File: src/rtl/llki_key_rx_fsm.sv
// LLKI key-receive stage: assembles a KEY_WORDS x WORD_W key from LOAD_WORD requests,
// zeroizes it word by word on CLEAR, and answers every request with a status response.
module llki_key_rx_fsm #(
    parameter int KEY_WORDS = 2,
    parameter int WORD_W    = 64,
    parameter int CNT_W     = 2
) (
    input  logic                        clk,
    input  logic                        reset,
    input  logic                        req_valid,
    output logic                        req_ready,
    input  logic [2:0]                  req_opcode,
    input  logic [WORD_W-1:0]           req_data,
    output logic                        resp_valid,
    input  logic                        resp_ready,
    output logic [1:0]                  resp_status,
    output logic [WORD_W-1:0]           resp_data,
    output logic [KEY_WORDS*WORD_W-1:0] key_out,
    output logic                        key_valid
);

    typedef enum logic [1:0] {IDLE, CLEAR, RESP} state_t;

    localparam logic [2:0] OP_LOAD   = 3'd1;
    localparam logic [2:0] OP_CLEAR  = 3'd2;
    localparam logic [2:0] OP_STATUS = 3'd3;

    localparam logic [1:0] ST_OK       = 2'd0;
    localparam logic [1:0] ST_BADOP    = 2'd1;
    localparam logic [1:0] ST_OVERFLOW = 2'd2;

    localparam logic [CNT_W-1:0] LAST = CNT_W'(KEY_WORDS - 1);
    localparam logic [CNT_W-1:0] FULL = CNT_W'(KEY_WORDS);

    state_t                             state;
    logic [KEY_WORDS-1:0][WORD_W-1:0]   key_q;
    logic [CNT_W-1:0]                   word_cnt;
    logic [CNT_W-1:0]                   clr_idx;
    logic [KEY_WORDS*WORD_W-1:0]        key_cat;

    always_ff @(posedge clk or negedge reset) begin
        if (!reset) begin
            state       <= IDLE;
            key_q       <= '0;
            word_cnt    <= '0;
            clr_idx     <= '0;
            key_valid   <= 1'b0;
            req_ready   <= 1'b0;
            resp_valid  <= 1'b0;
            resp_status <= ST_OK;
            resp_data   <= '0;
        end else begin
            case (state)
                IDLE: begin
                    if (req_valid && req_ready) begin
                        req_ready   <= 1'b0;
                        resp_valid  <= 1'b1;
                        resp_status <= ST_OK;
                        resp_data   <= '0;
                        state       <= RESP;
                        case (req_opcode)
                            OP_LOAD: begin
                                if (word_cnt < FULL) begin
                                    for (int i = 0; i < KEY_WORDS; i++)
                                        if (word_cnt == CNT_W'(i)) key_q[i] <= req_data;
                                    word_cnt <= word_cnt + 1'b1;
                                    if (word_cnt == LAST) key_valid <= 1'b1;
                                end else begin
                                    resp_status <= ST_OVERFLOW;
                                end
                            end
                            OP_CLEAR: begin
                                // Response is deferred until every word has been zeroized.
                                key_valid  <= 1'b0;
                                word_cnt   <= '0;
                                clr_idx    <= '0;
                                resp_valid <= 1'b0;
                                state      <= CLEAR;
                            end
                            OP_STATUS: resp_data <= WORD_W'({word_cnt, key_valid});
                            default:   resp_status <= ST_BADOP;
                        endcase
                    end else begin
                        req_ready <= 1'b1;
                    end
                end
                CLEAR: begin
                    for (int i = 0; i < KEY_WORDS; i++)
                        if (clr_idx == CNT_W'(i)) key_q[i] <= '0;
                    clr_idx <= clr_idx + 1'b1;
                    if (clr_idx == LAST) begin
                        state       <= RESP;
                        resp_valid  <= 1'b1;
                        resp_status <= ST_OK;
                    end
                end
                RESP: begin
                    if (resp_ready) begin
                        resp_valid <= 1'b0;
                        req_ready  <= 1'b1;
                        state      <= IDLE;
                    end
                end
                default: state <= IDLE;
            endcase
        end
    end

    // Word 0 lands in the MSBs; a partial key is masked so it never reaches the core.
    always_comb begin
        key_cat = '0;
        for (int i = 0; i < KEY_WORDS; i++)
            key_cat[(KEY_WORDS-1-i)*WORD_W +: WORD_W] = key_q[i];
        key_out = key_valid ? key_cat : '0;
    end

endmodule

File: config.mk
export PLATFORM = sky130hd
export DESIGN_NAME = llki_key_rx_fsm
export DESIGN_NICKNAME = d
export VERILOG_FILES = /design/src/rtl/llki_key_rx_fsm.sv
export SDC_FILE = /design/constraint.sdc
export NUM_CORES = 1
export LEC_CHECK = 0
export CAP_MARGIN = 10
export CORE_UTILIZATION = 45
export CTS_CLUSTER_DIAMETER = 200
export CTS_CLUSTER_SIZE = 8
export DETAILED_ROUTE_END_ITERATION = 8
export PLACE_DENSITY_LB_ADDON = 0.1
export RECOVER_POWER = 100
export SLEW_MARGIN = 20
export SYNTH_ARGS = -nofsm -noshare
export SYNTH_HDL_FRONTEND = slang
export SYNTH_SLANG_ARGS = --single-unit
File: constraint.sdc
create_clock -name clk -period 2.4 [get_ports clk]
set_input_delay 0.48 -clock clk [delete_from_list [all_inputs] [get_ports clk]]
set_output_delay 0.48 -clock clk [all_outputs]
set_load 0.02 [all_outputs]
-- Yosys cells after proc, flatten, opt, wreduce, memory -nomap -nowiden
Cells that the tools add are included.
- bits in registers: 203
- word-level logic and storage cells: 86
- $add $sub $neg: 2
- $lt $le $gt $ge: 1
- eq/ne operators: 18
- muxes and demuxes: 36
- reductions and logical operators: 19
- operators by type and width (cell ; count):
    128-bit 2-to-1 mux ; 4
    64-bit 2-to-1 mux ; 4
    128-bit case mux with 2 select lines ; 1
    2-bit 2-to-1 mux ; 10
    2-bit != test, second input constant ; 9
    2-bit case mux with 2 select lines ; 4
    6-bit AND reduction ; 2
    3-bit AND reduction ; 3
    1-bit 2-to-1 mux ; 8
    4-bit AND reduction ; 2
    2-bit by 1-bit == test with 1-bit output, second input constant ; 3
    3-bit by 2-bit == test with 1-bit output, second input constant ; 2
    2-bit logical NOT ; 3
    2-bit case mux with 3 select lines ; 1
    2-bit nonzero test ; 3
    5-bit AND reduction ; 1
    2-bit by 1-bit adder with 2-bit output, second input constant ; 2
    2-bit by 1-bit != test with 1-bit output, second input constant ; 2
    1-bit case mux with 2 select lines ; 2
    2-bit AND reduction ; 2
    3-bit by 1-bit == test with 1-bit output, second input constant ; 1
    3-bit 2-to-1 mux ; 1
    1-bit case mux with 3 select lines ; 1
    3-bit nonzero test ; 1
    other kinds (4) ; 4

-- Logic depth before layout (Yosys ltp)
Gate-level depths: netlist (run 1).
- depth in word-level cells: 6
- depth in mapped cells: 10
- gate-level depth less buffers: 6

-- Least setup slack after synthesis (run 1)
Ideal clock, no wire load.
- path kind: register to register
- start: register state[1]
- end: register key_q (netlist bit key_cat[26])
- setup time: 0.076 ns
- arrival: 1.694 ns
- required time: 2.324 ns
- path slack: 0.630 ns
- cell stages (with the launch flop): 11
- buffers on the path: 4
- cells stage by stage: dfrtp_1 inv_1 ha_1 buf_2 mux2_4 o221ai_2 buf_6 buf_6 buf_6 nand2_1 o21ai_1
- longest elaborated chain between the ends: 3
- elaborated cells on any way between the ends: 10
- those cells by class: eq/ne: 6; mux: 1; reduce/logical: 3
- ends and longest elaborated chain (item ; RTL line ; RTL):
    from (decl) ; 35 ; state_t state;
    from (signal assigned) ; 43 ; state <= IDLE;
    from (signal assigned) ; 60 ; state <= RESP;
    from (signal assigned) ; 78 ; state <= CLEAR;
    2-bit by 1-bit == test with 1-bit output or 2-bit logical NOT (tied branches) ; 53 ; case (state)
    2-bit != test (no line) (tied with other cells) ; -- ;
    6-bit AND reduction (no line) ; -- ;
    to (signal, indexed assignment) ; 65 ; if (word_cnt == CNT_W'(i)) key_q[i] <= req_data;
    to (decl) ; 36 ; logic [KEY_WORDS-1:0][WORD_W-1:0] key_q;
Several ways; a longest one is shown, not always the timed one.
A chain may end at the register's enable or synchronous reset.

-- Final worst setup path (run 1)
- start: register key_valid
- end: output port key_out[69]
- longest elaborated chain between the ends: 1
- ends and longest elaborated chain (item ; RTL line ; RTL):
    from (decl) ; 19 ; output logic key_valid
    from (signal assigned) ; 47 ; key_valid <= 1'b0;
    from (signal assigned) ; 67 ; if (word_cnt == LAST) key_valid <= 1'b1;
    from (signal assigned) ; 74 ; key_valid <= 1'b0;
    128-bit 2-to-1 mux ; 114 ; key_out = key_valid ? key_cat : '0;
    to (decl) ; 18 ; output logic [KEY_WORDS*WORD_W-1:0] key_out,
No other way between the ends.

==> results of run 1 <==
==> per-stage QoR <==
stage	util (%)	cell area (µm²)	setup WS, ps	cells	hold slack [ps]
floorplan	-	7350	630	850	184
global placement	59.6	9130	142	1164	434
detailed placement	59.6	9130	108	1164	432
CTS	63.8	9760	1.88	1197	478
global route	61.0	9340	0.856	1197	488
finish	61.0	9340	43.6	1197	472
==> worst register-to-register path: stages, from the launching register on <==
cell	delay, ps
dfrtp_1	410
inv_1	130
ha_1	340
inv_1	130
a21oi_1	190
buf_4	540
o21ai_0	290
o21ai_1	120
==> how the worst max path moves through the flow <==
stage | from | end | cells past startpoint
after detailed placement | req_valid | key_cat[98]$_DFFE_PN0P_ | 6
final | key_valid$_DFFE_PN0P_ | key_out[69] | 3
after floorplan | state[1]$_DFFE_PN0P_ | key_cat[26]$_DFFE_PN0P_ | 10
after global placement | req_opcode[2] | key_cat[122]$_DFFE_PN0P_ | 6
after CTS | key_valid$_DFFE_PN0P_ | key_out[120] | 3
after global routing | key_valid$_DFFE_PN0P_ | key_out[63] | 3
==> kinds of logic after synthesis <==
logic type | Yosys count | synth area share (%)
muxes | 1 | 0.211
and+or+nand+nor | 285 | 20.3
adders and majority gates | 9 | 1.58
other | 1 | 0.0526
DFF | 142 | 49.9
buffers and inverters | 127 | 11.3
AOI/OAI and AO/OA | 225 | 16.7
==> final cells by class <==
type                       count  area [µm²]
clock buffer                  18         429
clock inverter                14         214
tap                          211         264
inverter                       9        33.8
fill                        1425        5970
sequential                   142        3550
multi-input combinational    581        3000
timing repair buffer         222        1850
==> timing repair <==
action | in CTS | in global routing
resized for setup | 15 | 65
hold endpoints to repair | 26 | 0
setup endpoints to repair | 15 | 68
hold buffers | 1 | 0
gates cloned | 0 | 0
==> layer usage <==
| layer | global-route usage, % | vias up | routed length (µm) |
|---|---|---|---|
| li1 | - | 2848 | - |
| met1 | 32.4 | 2777 | 8490 |
| met2 | 35.7 | 200 | 8960 |
| met3 | 5.26 | 14 | 1020 |
| met4 | 5.88 | 0 | 226 |
| met5 | 0 | - | 0 |
==> Yosys cell counts (all sizes together) <==
cell and count:
a21bo 1, nand4 1, o221ai 3, inv 9, nand2b 2, a21oi 8
and2 128, o21ai 200, a31oi 2, nor2 4, nand3 3, nor4bb 1
nor4 1, and3 1, or3b 1, nor3 1, clkbuf 37, ha 9
buf 81, o22a 1, dfrtp 142, o21a 1, conb 1, o22ai 1
nor3b 3, nand2 136, o41ai 2, and3b 1, o31ai 3, mux2 1
or2 2, a22o 3
==> registers in the layout (all words and copies together), names as in the netlist <==
register     count
key_valid        1
resp_status      2
key_cat        128
clr_idx          2
resp_valid       1
req_ready        1
resp_data        3
state            2
word_cnt         2
==> power breakdown <==
group | internal (mW) | switching [mW] | leakage [nW] | total (mW)
logic | 1.92 | 3.50 | 2.26 | 5.42
registers | 3.54 | 0.512 | 1.77 | 4.06
clock network | 1.85 | 1.04 | 0.307 | 2.89
==> impl_metrics.toml, run 1 <==
[grt]
grt-ovfl-total = 0
grt_pass1_wl_um = 29000
antenna_found_initial = 0
grt_pass1_vias = 5376
groute.usage.overall_pct = 22.9
grt_max_degree = 75

[critical_path]
critPathMaxStageDelay_ps = 610
crit_chain = "buf_12 > and2_1 > clkdlybuf4s50_1"
critPathLaunchType = "flop"
cp_max_fo = 57
worst_ep_required_time_ps = 1920
crit_buf_inv = 2
end_kind = "output port"
critical_path.top_delay_family = "buffers and inverters"
critPathKind = "reg2out"
r2r_cells = 7
r2r_start = "state[0]$_DFFE_PN0P_"
cp_slowest_cell = "clkdlybuf4s50_1"
r2r-end = "key_cat[113]$_DFFE_PN0P_"
r2r_setup_slack_ps = 150
critPathArrivalTime_ps = 1880

[sta]
tns_ps = 0
hold_violations = 0
relSlewSlack_pct = 22.7
setup_violations = 0
finalCritPeriodShare_pct = 98.2
fin_crit_ps = 2360
rsz0062_at_grt = "no"
fmax_mhz = 424
tightest_slew_ps = 1160
drv_slew = 0
fin_skew_ps = 8.41

[floorplan]
core-area_um2 = 15300
pin_count = 268
fp.dieArea_um2 = 16300
die_w_um = 128
num_rows = 45
start_util_pct = 46.5
fp.dieH_um = 128

[synth]
ys_seq_area_share_pct = 49.9
synthTopCellsByArea = "dfrtp_1, and2_1, o21ai_0"
yosys.area.top_type_share_pct = 49.9
syn_inst = 790
ys_ff_latch = 142
yosysTopAreaCell = "dfrtp_1"
syn_area_per_cell_um2 = 9.02
syn_area_um2 = 7130
ys_types = 40
synth_warnings = 0

[worst_hold_path]
hold-path-cell-count = 2
holdCritPathClass = "reg2reg"
hold_end = "key_cat[50]$_DFFE_PN0P_"
min-delay-start = "key_cat[50]$_DFFE_PN0P_"

[route]
routed_wl_um = 18700
firstDrtPassIters = 6
detail_route.wl_per_cell_um = 15.6
vias_per_cell = 4.88
drt-initial-drc-count = 409
num_vias = 5839
drc_errors = 0
drtAntennaViolNets = 0

[clock_network]
clkTransAtPathRegs_ps = 60
cts.path.max_buffers = 2
cts_max_level = 4
cts_tree = "yes"
cts.sink_count = 142
cts-root-buf = "clkbuf_16"
clock_latency_ps = 420
cts_buffers = 17
cts_setup_buffers = 0

[placed_design]
port_buffers = 206
hpwl_um = 11700
gp_congestion = 0.786

[power]
power_density_nw_per_um2 = 1320
irDropWorstVdd_uv = 992
finalPower_mw = 12.4
p_leak_nw = 4.33

[outcome]
outcome = "finished clean"

[run]
max_cap_viol_count = 0

[finish]
final_common_cell = "o21ai_0"
drive_gt1_share_pct = 5.58
fin_nets = 1053
diodes = 0
final_cell_mix = "o21ai_0, dfrtp_1, nand2_1"
area_growth_pct = 31.1
Power figures use the tool's default switching activity.
==> run 2: changes to the inputs <==
--- a/config.mk
+++ b/config.mk
@@ -12,7 +12,6 @@
 export DETAILED_ROUTE_END_ITERATION = 8
 export PLACE_DENSITY_LB_ADDON = 0.1
 export RECOVER_POWER = 100
-export SLEW_MARGIN = 20
 export SYNTH_ARGS = -nofsm -noshare
 export SYNTH_HDL_FRONTEND = slang
 export SYNTH_SLANG_ARGS = --single-unit
==> results of run 2 <==
Final layout, timing and power as in run 1 (identical DEF).
==> run 3: changes to the inputs <==
--- a/config.mk
+++ b/config.mk
@@ -6,10 +6,11 @@
 export NUM_CORES = 1
 export LEC_CHECK = 0
 export CAP_MARGIN = 10
-export CORE_UTILIZATION = 45
+export CORE_UTILIZATION = 48
 export CTS_CLUSTER_DIAMETER = 200
 export CTS_CLUSTER_SIZE = 8
 export DETAILED_ROUTE_END_ITERATION = 8
+export HOLD_SLACK_MARGIN = 0.03
 export PLACE_DENSITY_LB_ADDON = 0.1
 export RECOVER_POWER = 100
 export SYNTH_ARGS = -nofsm -noshare
==> constraint.sdc (replaced) <==
create_clock -name clk -period 2.9 [get_ports clk]
set_input_delay 0.58 -clock clk [delete_from_list [all_inputs] [get_ports clk]]
set_output_delay 0.58 -clock clk [all_outputs]
set_load 0.02 [all_outputs]
==> impl_metrics.toml, run 3 (synthesis gave the netlist of run 1 again) <==
[floorplan]
die_w_um = 124
pin_count = 268
fp.dieArea_um2 = 15300
start_util_pct = 49.0
core-area_um2 = 14500
fp.dieH_um = 124
num_rows = 44

[placed_design]
gp_congestion = 0.806
place_ws_ps = 359
port_buffers = 206
hpwl_um = 12100

[route]
drc_errors = 0
vias_per_cell = 5.14
routed_wl_um = 18400
firstDrtPassIters = 6
drtAntennaViolNets = 0
num_vias = 5996
detail_route.wl_per_cell_um = 15.8
drt-initial-drc-count = 347

[sta]
tightest_slew_ps = 1880
drv_slew = 36
finalCritPeriodShare_pct = 92.2
setup_violations = 0
fin_ws_ps = 226
relSlewSlack_pct = -25.2
fin_crit_ps = 2670
fin_skew_ps = 5.69
rsz0062_at_grt = "no"
fmax_mhz = 374
tns_ps = 0
hold_violations = 0

[critical_path]
critical_path.top_delay_family = "buffers and inverters"
r2r_setup_slack_ps = 380
r2r_cells = 6
crit_chain = "buf_6 > and2_1 > dlygate4sd3_1"
critPathLaunchType = "flop"
crit_buf_inv = 2
r2r_start = "state[1]$_DFFE_PN0P_"
r2r-end = "key_cat[24]$_DFFE_PN0P_"
critPathMaxStageDelay_ps = 720
worstSetupPathDepth = 3
worst_ep_required_time_ps = 2320
critPathKind = "reg2out"
cp_slowest_cell = "dlygate4sd3_1"
cp_max_fo = 86
critPathArrivalTime_ps = 2090
end_kind = "output port"

[outcome]
violations = "max-capacitance violations, max-slew violations"
outcome = "finished with violations"

[finish]
fin_util_pct = 66.0
seqCellArea_um2 = 3550
fin_nets = 1049
final_cell_mix = "o21ai_0, dfrtp_1, nand2_1"
fill_cells = 1217
largest_reg_flops = 128
area_growth_pct = 34.7
diodes = 0
final_common_cell = "o21ai_0"
multiInputGateArea_um2 = 2990
drive_gt1_share_pct = 5.09

[grt]
grt_max_degree = 87
antenna_found_initial = 0
groute.usage.overall_pct = 24.6
grt_pass1_vias = 5758
grt_pass1_wl_um = 28800
grt-ovfl-total = 0

[clock_network]
ctsResizeCount = 0
clkTransAtPathRegs_ps = 60
cts.path.max_buffers = 2
clock_latency_ps = 410
hold_buffers = 0
cts_max_level = 4
cts.sink_count = 142
cts_setup_buffers = 0
cts-root-buf = "clkbuf_16"
cts_tree = "yes"
cts_buffers = 17

[worst_hold_path]
hold_end = "key_cat[21]$_DFFE_PN0P_"
min-delay-start = "key_cat[21]$_DFFE_PN0P_"
hold-path-cell-count = 2
holdCritPathClass = "reg2reg"

[power]
power_density_nw_per_um2 = 1060
p_leak_nw = 4.73
irDropWorstVdd_uv = 743

[run]
max_cap_viol_count = 1
## run 3: final cells by class
cell class | count | share of cell area [%]
inverter | 9 | 0.352
timing repair buffer | 218 | 22.4
tap | 184 | 2.40
multi-input combinational | 581 | 31.1
sequential | 142 | 37.0
clock inverter | 11 | 1.68
clock buffer | 21 | 5.01
## run 3: worst register-to-register path, cell delays in order, from the launching register on
cell and delay (ps):
dfrtp_1 400, inv_1 140, ha_1 420, mux2_1 410, o221ai_1 150, buf_4 600, o21ai_0 250
## run 3: how the worst max path moves through the flow
| stage | from | endpoint | slack [ps] |
|---|---|---|---|
| after floorplan | key_valid$_DFFE_PN0P_ | key_out[100] | 1100 |
| after global placement | req_opcode[2] | key_cat[39]$_DFFE_PN0P_ | 370 |
| after detailed placement | req_valid | key_cat[44]$_DFFE_PN0P_ | 360 |
| after CTS | key_valid$_DFFE_PN0P_ | key_out[7] | 300 |
| after global routing | key_valid$_DFFE_PN0P_ | key_out[60] | 120 |
| final | key_valid$_DFFE_PN0P_ | key_out[60] | 230 |
## run 3: per-layer routing
layer	global-route usage [%]	wire length (µm)
met5	0	0
met4	10.2	444
met3	4.90	1250
met2	39.8	9100
met1	32.3	7590
## run 3: where the power goes
group / leakage (nW) / internal (mW) / total [mW] / switching (mW)
Clock: 0.319 / 1.52 / 2.32 / 0.793
Combinational: 2.64 / 1.64 / 4.51 / 2.87
Sequential: 1.77 / 2.94 / 3.37 / 0.438
## run 3: metrics by stage
step           hold slack [ps]  instance area (µm²)  power [mW]  cells
2_1_floorplan              284                 7350        6.57    850
3_3_place_gp               454                 9020        8.14   1134
3_5_place_dp               464                 9020        8.31   1134
4_1_cts                   50.8                 9670        10.7   1166
5_1_grt                    494                 9600        11.0   1166
6_report                   473                 9600        10.2   1166
